<file path="src/rtl/div_iter_unit_pkg.sv">
`default_nettype none
// ============================================================================
// div_defs : shared encodings for the iterative divider and the EX/ID/ctrl
//            stages that issue DIV/DIVU.
// Rev 1.0
// ============================================================================
package div_defs;

  localparam int DIV_STATE_W = 2;

  localparam logic [DIV_STATE_W-1:0] DivFree   = 2'b00;
  localparam logic [DIV_STATE_W-1:0] DivByZero = 2'b01;
  localparam logic [DIV_STATE_W-1:0] DivOn     = 2'b10;
  localparam logic [DIV_STATE_W-1:0] DivEnd    = 2'b11;

  localparam logic DivStart = 1'b1;
  localparam logic DivStop  = 1'b0;

  localparam logic DivResultReady    = 1'b1;
  localparam logic DivResultNotReady = 1'b0;

  localparam int ALUOP_W = 8;

  localparam logic [ALUOP_W-1:0] EXE_DIV_OP  = 8'b0001_1010;
  localparam logic [ALUOP_W-1:0] EXE_DIVU_OP = 8'b0001_1011;

endpackage : div_defs
`default_nettype wire

</file>
<file path="src/rtl/div_iter_unit.sv">
`default_nettype none
// ============================================================================
// div_iter_unit : WIDTH-generic restoring divider, one quotient bit per cycle,
//                 DIV/DIVU with truncating (C-style) signed semantics.
// Rev 1.0
// ============================================================================
module div_iter_unit
  import div_defs::*;
#(
  parameter int WIDTH = 32,
  parameter int CNT_W = $clog2(WIDTH + 1)
) (
  input  logic                 clk,
  input  logic                 rst,
  input  logic                 start_i,
  input  logic                 annul_i,
  input  logic                 signed_div_i,
  input  logic [WIDTH-1:0]     opdata1_i,
  input  logic [WIDTH-1:0]     opdata2_i,
  output logic [2*WIDTH-1:0]   result_o,
  output logic                 ready_o
);

  localparam logic [CNT_W-1:0] CNT_DONE = CNT_W'(WIDTH);

  logic [DIV_STATE_W-1:0] state_q, state_d;
  logic [CNT_W-1:0]       cnt_q, cnt_d;
  logic [WIDTH-1:0]       quo_q, quo_d;
  logic [WIDTH-1:0]       rem_q, rem_d;
  logic [WIDTH-1:0]       dvs_q, dvs_d;
  logic                   sgn_quo_q, sgn_quo_d;
  logic                   sgn_rem_q, sgn_rem_d;
  logic [2*WIDTH-1:0]     result_q, result_d;
  logic                   ready_q, ready_d;

  logic                   accept;
  logic                   divisor_zero;
  logic                   neg1, neg2;
  logic [WIDTH-1:0]       abs1, abs2;
  logic [WIDTH:0]         rem_shift;
  logic [WIDTH:0]         trial;
  logic [WIDTH-1:0]       quo_fin, rem_fin;
  logic                   leave_end;

  assign accept       = (start_i == DivStart) && !annul_i;
  assign divisor_zero = (opdata2_i == '0);
  assign leave_end    = (start_i == DivStop) || annul_i;

  // MIN has no positive counterpart, but its unsigned magnitude is exact.
  assign neg1 = signed_div_i && opdata1_i[WIDTH-1];
  assign neg2 = signed_div_i && opdata2_i[WIDTH-1];
  assign abs1 = neg1 ? (~opdata1_i + 1'b1) : opdata1_i;
  assign abs2 = neg2 ? (~opdata2_i + 1'b1) : opdata2_i;

  assign rem_shift = {rem_q, quo_q[WIDTH-1]};
  assign trial     = rem_shift - {1'b0, dvs_q};

  assign quo_fin = sgn_quo_q ? (~quo_q + 1'b1) : quo_q;
  assign rem_fin = sgn_rem_q ? (~rem_q + 1'b1) : rem_q;

  always_ff @(posedge clk or negedge rst) begin
    if (!rst) begin
      state_q <= DivFree;
    end else begin
      state_q <= state_d;
    end
  end

  always_comb begin
    state_d = state_q;
    case (state_q)
      DivFree: begin
        if (accept) begin
          state_d = divisor_zero ? DivByZero : DivOn;
        end
      end
      DivByZero: state_d = DivEnd;
      DivOn: begin
        if (annul_i) begin
          state_d = DivFree;
        end else if (cnt_q == CNT_DONE) begin
          state_d = DivEnd;
        end
      end
      DivEnd: begin
        if (leave_end) begin
          state_d = DivFree;
        end
      end
      default: state_d = DivFree;
    endcase
  end

  always_comb begin
    cnt_d     = cnt_q;
    quo_d     = quo_q;
    rem_d     = rem_q;
    dvs_d     = dvs_q;
    sgn_quo_d = sgn_quo_q;
    sgn_rem_d = sgn_rem_q;
    result_d  = result_q;
    ready_d   = ready_q;
    case (state_q)
      DivFree: begin
        result_d = '0;
        ready_d  = DivResultNotReady;
        if (accept && !divisor_zero) begin
          quo_d     = abs1;
          dvs_d     = abs2;
          rem_d     = '0;
          cnt_d     = '0;
          sgn_quo_d = neg1 ^ neg2;
          sgn_rem_d = neg1;
        end
      end
      DivByZero: begin
        result_d = '0;
        ready_d  = DivResultReady;
      end
      DivOn: begin
        if (annul_i) begin
          cnt_d   = '0;
          ready_d = DivResultNotReady;
        end else if (cnt_q != CNT_DONE) begin
          // Negative trial (MSB set) means the divisor did not fit: restore.
          if (!trial[WIDTH]) begin
            rem_d = trial[WIDTH-1:0];
            quo_d = {quo_q[WIDTH-2:0], 1'b1};
          end else begin
            rem_d = rem_shift[WIDTH-1:0];
            quo_d = {quo_q[WIDTH-2:0], 1'b0};
          end
          cnt_d = cnt_q + CNT_W'(1);
        end else begin
          result_d = {rem_fin, quo_fin};
          ready_d  = DivResultReady;
        end
      end
      DivEnd: begin
        if (leave_end) begin
          result_d = '0;
          ready_d  = DivResultNotReady;
        end
      end
      default: begin
        result_d = '0;
        ready_d  = DivResultNotReady;
      end
    endcase
  end

  always_ff @(posedge clk or negedge rst) begin
    if (!rst) begin
      cnt_q     <= '0;
      quo_q     <= '0;
      rem_q     <= '0;
      dvs_q     <= '0;
      sgn_quo_q <= 1'b0;
      sgn_rem_q <= 1'b0;
      result_q  <= '0;
      ready_q   <= DivResultNotReady;
    end else begin
      cnt_q     <= cnt_d;
      quo_q     <= quo_d;
      rem_q     <= rem_d;
      dvs_q     <= dvs_d;
      sgn_quo_q <= sgn_quo_d;
      sgn_rem_q <= sgn_rem_d;
      result_q  <= result_d;
      ready_q   <= ready_d;
    end
  end

  assign result_o = result_q;
  assign ready_o  = ready_q;

endmodule : div_iter_unit
`default_nettype wire

</file>
<file path="config.mk">
export PLATFORM = sky130hd
export DESIGN_NAME = div_iter_unit
export DESIGN_NICKNAME = d
export VERILOG_FILES = /design/src/rtl/div_iter_unit_pkg.sv /design/src/rtl/div_iter_unit.sv
export SDC_FILE = /design/constraint.sdc
export NUM_CORES = 1
export LEC_CHECK = 0
export BUFFER_PORTS_ARGS = -buffer_cell sky130_fd_sc_hd__buf_2
export CAP_MARGIN = 20
export CORE_MARGIN = 3
export CORE_UTILIZATION = 60
export CTS_CLUSTER_DIAMETER = 40
export CTS_CLUSTER_SIZE = 10
export DETAILED_ROUTE_END_ITERATION = 10
export PLACE_DENSITY = 0.84
export REMOVE_ABC_BUFFERS = 1
export SLEW_MARGIN = 20
export SYNTH_ARGS = -nofsm -noshare
export SYNTH_HDL_FRONTEND = slang
export SYNTH_SLANG_ARGS = --single-unit
</file>
<file path="constraint.sdc">
create_clock -name clk -period 3.9 [get_ports clk]
set_input_delay 1.17 -clock clk [delete_from_list [all_inputs] [get_ports clk]]
set_output_delay 1.17 -clock clk [all_outputs]
set_load 0.1 [all_outputs]
</file>
==> flow_metrics.env, run 1 <==
export IMPL_final_hold_viol_count=0
export IMPL_worst_skew_pair_late_latency_ns=0.44
export IMPL_final_cell_mix="238 x nand2_1, 193 x o21ai_0, 171 x dfrtp_1, 132 x buf_2, 85 x a21oi_1"
export IMPL_total_wirelength_um=29200
export IMPL_rsz0062_at_grt="false"
export IMPL_power_density_nw_per_um2=650
export IMPL_placement_io_buffers=133
export IMPL_grt_first_pass_wirelength_um=47500
export IMPL_drt_wirelength_per_cell_um=16.9
export IMPL_postSynthCellCount=1354
export IMPL_slowest_stage="or4_1"
export IMPL_die_area_um2=20400
export IMPL_detailedRoute_firstIterationViolations=878
export IMPL_worstPathArrival_ns=3.80
export IMPL_hpwl_um=21500
export IMPL_finalNetCount=1594
export IMPL_cts_sink_count=171
export IMPL_run_status="finished clean"
export IMPL_vias_per_cell=6.01
export IMPL_seq_area_frac_synth=0.380
export IMPL_top_level_ports=134
export IMPL_post_cts_resized=0
export IMPL_critical_path_endpoint_type="flop"
export IMPL_antennaDiodeCount=0
export IMPL_finish_utilization=0.711
export IMPL_cts_buffer_depth=2
export IMPL_slew_viol_final=0
export IMPL_worstPathRequired_ns=4.22
export IMPL_first_pass_drt_iterations=7
export IMPL_synth_seq_cells=171
export IMPL_cts_buffers_inserted=17
export IMPL_timing_critical_path_max_delay_family="simple AND/OR/NAND/NOR gates"
export IMPL_maxCapViolCount=0
export IMPL_vias=10400
export IMPL_antenna_left=0
export IMPL_most_common_cell_after_layout_fill_and_taps_aside="nand2_1"
export IMPL_timing_fmax_ghz=0.287
export IMPL_netlist_area_leader_share=0.380
export IMPL_via_count_of_the_first_global_routing_pass=9751
export IMPL_die_w_um=143
export IMPL_tritoncts="built"
export IMPL_asyncSetResetFlopFracSynth=1.00
export IMPL_core_rowCount=49
export IMPL_dominantRegCellSynth="dfrtp_1"
export IMPL_netlist_cell_type_count=66
export IMPL_hold_path_class="flop to flop"
export IMPL_report_final_setup_viol=0
export IMPL_synth_top_cell_by_area="dfrtp_1"
export IMPL_power_static_leakage_nw=6.29
export IMPL_core_area_um2=18200
export IMPL_place_gp_congestion=0.964
export IMPL_yosysWarnings=0
export IMPL_start_util=0.618
export IMPL_cp_num_buf_inv=2
export IMPL_criticalPathCategory="input pin to flop"
export IMPL_drive_above_1_share=0.149
export IMPL_area_growth_pct=15.1
export IMPL_multi_input_area_um2=6540
export IMPL_design_power_total_mw=8.42
export IMPL_die_y_um=143
export IMPL_critical_path_startpoint_type="input pin"
export IMPL_finalCritPeriodShare=0.893
export IMPL_slew_headroom=0.382
export IMPL_drt_drc_violations_left=0
export IMPL_max_fanout_on_critical_path=50
export IMPL_ys_top_cells_by_area="dfrtp_1 38%, o21ai_0 8.6%, nand2_1 8.0%, xor2_1 6.3%, xnor2_1 5.1%"
export IMPL_number_of_antenna_violations_at_the_first_check_in_global_routing=0
export IMPL_postCtsHoldBufs=0
export IMPL_post_cts_repair_setup_buffers=0
export IMPL_grt_max_degree=81
export IMPL_ctsHtreeMaxLevel=4
export IMPL_clock_root_buffer="clkbuf_16"
export IMPL_filler_cell_count_in_the_final_layout=1420
export IMPL_tightest_slew_ns=0.927
export IMPL_gr_usage_all_layers=0.287
export IMPL_post_synth_cell_area_avg_um2=8.31
export IMPL_overflow=0
export IMPL_synth_enable_flop_cells=0
export IMPL_synth_area_um2=11300
export IMPL_layout_min_cycle_time_ns=3.48
export IMPL_regArea_um2=4280
export IMPL_path_clk_slew_ns=0.07
export IMPL_timing_critical_path_cells="buf_2, or4_1, nor4_1, nand4_1, nand3_1, o21ai_1, nand2_2, buf_12, a211oi_1, a21oi_1"
export IMPL_crit_path_max_incr_delay_ns=0.60
export IMPL_vdd_ir_drop_max_mv=0.567
export IMPL_finalClockSkew_ns=0.0124
where the power goes:
group | switching (mW) | internal, mW
combinational | 2.59 | 1.40
sequential | 0.455 | 2.19
clock | 0.798 | 0.982
Yosys cell counts (9+ instances only):
cell	number
nand2_1	240
o21ai_0	193
dfrtp_1	171
a21oi_1	85
xor2_1	81
xnor2_1	66
nor2_1	64
inv_1	57
clkbuf_1	53
ha_1	42
o31ai_1	35
mux2i_1	24
or3_1	18
nor3_1	17
nand3_1	15
or4_1	14
a21o_1	13
nor4_1	13
a31oi_1	11
o41ai_1	10
a32oi_1	9
per-stage QoR:
stage | instances | setup WS, ns | TNS (ns) | hold WS (ns) | area [µm²]
finish | 1724 | 0.418 | 0 | 0.471 | 13000
global route | 1724 | 0.177 | 0 | 0.494 | 13000
CTS | 1724 | 0.214 | 0 | 0.476 | 12900
detailed placement | 1692 | 0.0674 | 0 | 0.460 | 12300
global placement | 1692 | 0.179 | 0 | 0.456 | 12300
floorplan | 1289 | -1.24 | -71.95 | 0.450 | 11000
state kept, by name, summed over array words and instances, names as in the netlist:
register,count
sgn_quo_q,1
result_o,64
quo_q,32
rem_q,32
ready_o,1
sgn_rem_q,1
state_q,2
dvs_q,32
cnt_q,6
tightest hold or removal path, cell delays in order, from the launching register on:
cell and delay [ns]:
dfrtp_1 0.34, nand2_1 0.04, o21ai_0 0.05
final timing paths:
kind / from / endpoint / cells after the start / slack (ns)
setup / recovery: opdata2_i[9] / quo_q[31] / 10 / 0.42
setup reg to reg: rem_q[0] / rem_q[22] / 12 / 0.51
hold reg to reg: result_o[28] / result_o[28] / 2 / 0.47
min in group asynchronous: rst / result_o[17] / 1 / 0.78
hold / removal: result_o[28] / result_o[28] / 2 / 0.47
max in group asynchronous: rst / result_o[42] / 2 / 2.35
layout make-up:
| class | count | area share |
|---|---|---|
| clock buffer | 17 | 0.0328 |
| clock inverter | 15 | 0.0149 |
| inverter | 58 | 0.0168 |
| multi-input combinational | 1060 | 0.504 |
| sequential | 171 | 0.330 |
| tap | 229 | 0.0221 |
| timing repair buffer | 174 | 0.0785 |
per-layer routing:
layer	wire length, µm	GRT usage
met1	12900	0.399
met2	13700	0.461
met3	1820	0.0442
met4	679	0.0965
met5	0	0
kinds of logic after synthesis:
| logic type | share of synthesized area |
|---|---|
| fa+ha+maj | 0.0485 |
| buf+inv | 0.0416 |
| xor+xnor | 0.114 |
| mux | 0.0233 |
| compound gates | 0.214 |
| flops | 0.380 |
| simple gates | 0.178 |
(Power assumes the default switching activity.)
==> inputs of run 2 (changes only) <==
--- a/config.mk
+++ b/config.mk
@@ -8,11 +8,12 @@
 export BUFFER_PORTS_ARGS = -buffer_cell sky130_fd_sc_hd__buf_2
 export CAP_MARGIN = 20
 export CORE_MARGIN = 3
-export CORE_UTILIZATION = 60
+export CORE_UTILIZATION = 30
+export CTS_BUF_LIST = sky130_fd_sc_hd__clkbuf_16
 export CTS_CLUSTER_DIAMETER = 40
 export CTS_CLUSTER_SIZE = 10
 export DETAILED_ROUTE_END_ITERATION = 10
-export PLACE_DENSITY = 0.84
+export PLACE_DENSITY = 0.49
 export REMOVE_ABC_BUFFERS = 1
 export SLEW_MARGIN = 20
 export SYNTH_ARGS = -nofsm -noshare
==> flow_metrics.env, run 2 (synthesis gave the netlist of run 1 again) <==
export IMPL_run_status="finished clean"
export IMPL_core_rowCount=70
export IMPL_slew_headroom=0.428
export IMPL_worstPathRequired_ns=4.22
export IMPL_critical_path_endpoint_type="flop"
export IMPL_largest_reg_flops=64
export IMPL_finalNetCount=1576
export IMPL_vdd_ir_drop_max_mv=0.288
export IMPL_hpwl_um=24500
export IMPL_cts_sink_count=171
export IMPL_path_clk_slew_ns=0.09
export IMPL_die_y_um=200
export IMPL_vias_per_cell=5.08
export IMPL_core_area_um2=36800
export IMPL_tightest_slew_ns=0.856
export IMPL_vias=9879
export IMPL_via_count_of_the_first_global_routing_pass=9612
export IMPL_die_area_um2=39900
export IMPL_final_hold_viol_count=0
export IMPL_hold_path_class="flop to flop"
export IMPL_place_gp_congestion=0.862
export IMPL_ctsHtreeMaxLevel=4
export IMPL_final_cell_mix="238 x nand2_1, 193 x o21ai_0, 171 x dfrtp_1, 132 x buf_2, 85 x a21oi_1"
export IMPL_postCtsHoldBufs=0
export IMPL_antenna_left=0
export IMPL_max_fanout_on_critical_path=36
export IMPL_place_worst_setup_slack_ns=0.167
export IMPL_most_common_cell_after_layout_fill_and_taps_aside="nand2_1"
export IMPL_drt_drc_violations_left=0
export IMPL_placedCellCount=1913
export IMPL_postLayoutSetupSlackWorst_ns=0.479
export IMPL_start_util=0.306
export IMPL_report_final_setup_viol=0
export IMPL_antennaDiodeCount=0
export IMPL_area_growth_pct=16.6
export IMPL_finalHoldWorstSlack_ns=0.474
export IMPL_drt_wirelength_per_cell_um=16.6
export IMPL_tritoncts="built"
export IMPL_number_of_antenna_violations_at_the_first_check_in_global_routing=0
export IMPL_dpl_cell_area_um2=12500
export IMPL_cts_buffer_depth=2
export IMPL_layout_cell_area_non_filler_um2=13100
export IMPL_power_static_leakage_nw=6.21
export IMPL_top_level_ports=134
export IMPL_gr_usage_all_layers=0.165
export IMPL_power_density_nw_per_um2=634
export IMPL_total_wirelength_um=32200
export IMPL_clock_root_buffer="clkbuf_16"
export IMPL_first_pass_drt_iterations=5
export IMPL_finalClockSkew_ns=0.0187
export IMPL_grt_max_degree=64
export IMPL_layout_min_cycle_time_ns=3.42
export IMPL_maxCapViolCount=0
export IMPL_die_w_um=200
export IMPL_finalCritPeriodShare=0.877
export IMPL_grt_first_pass_wirelength_um=52200
export IMPL_slew_viol_final=0
export IMPL_cts_buffers_inserted=17
export IMPL_critical_path_startpoint_type="flop"
export IMPL_detailedRoute_firstIterationViolations=518
export IMPL_post_cts_resized=0
export IMPL_timing_fmax_ghz=0.292
export IMPL_overflow=0
export IMPL_worst_skew_pair_late_latency_ns=0.46
export IMPL_rsz0062_at_grt="false"
export IMPL_worstPathArrival_ns=3.74
export IMPL_design_power_total_mw=8.31
export IMPL_drive_above_1_share=0.139
export IMPL_criticalPathCategory="flop to flop"
export IMPL_stdcell_count=1945
export IMPL_post_cts_repair_setup_buffers=0
export IMPL_placement_io_buffers=133
[run 2: cell type report]
cell class / count / area (µm²)
Timing Repair Buffer: 156 / 932
Multi-Input combinational cell: 1060 / 6530
Tap cell: 468 / 586
Inverter: 58 / 218
Clock buffer: 17 / 425
Fill cell: 3891 / 23700
Clock inverter: 15 / 148
Sequential cell: 171 / 4280
[run 2: routing by layer]
metal  global-route usage  up-vias  part of all wire
met3               0.0226       20             0.043
met4               0.0377        0            0.0096
li1                     -     4983                 -
met1                0.241     4666              0.50
met5                    0        -                 0
met2                0.259      210              0.45
[run 2: final timing paths]
check                             start           end  slack (ns)  cells past startpoint
max                           quo_q[31]     rem_q[25]        0.48                     13
min                        result_o[23]  result_o[23]        0.47                      2
max reg2reg                   quo_q[31]     rem_q[25]        0.48                     13
min reg2reg                result_o[23]  result_o[23]        0.47                      2
max in group asynchronous           rst      quo_q[8]        2.39                      2
min in group asynchronous           rst   result_o[5]        0.68                      1
[run 2: power by group]
group	switching [mW]	internal (mW)	total, mW
sequential	0.442	2.19	2.63
combinational	2.55	1.42	3.97
clock	0.853	0.855	1.71
[run 2: critical path: stages, from the launching register on]
cell and delay (ns):
dfrtp_1 0.33, inv_1 0.11, ha_1 0.25, fa_1 0.41, nand2b_1 0.18, a21oi_1 0.23
o21ba_2 0.21, a211o_1 0.17, a21oi_1 0.11, a21oi_1 0.34, xnor2_2 0.17, buf_12 0.26
nand2b_1 0.34, o21ai_0 0.16
[run 2: metrics by stage]
step                setup TNS [ns]   util
finish                           0  0.357
global route                     0  0.357
CTS                              0  0.356
detailed placement               0  0.341
global placement                 0  0.341
floorplan                   -71.95      -
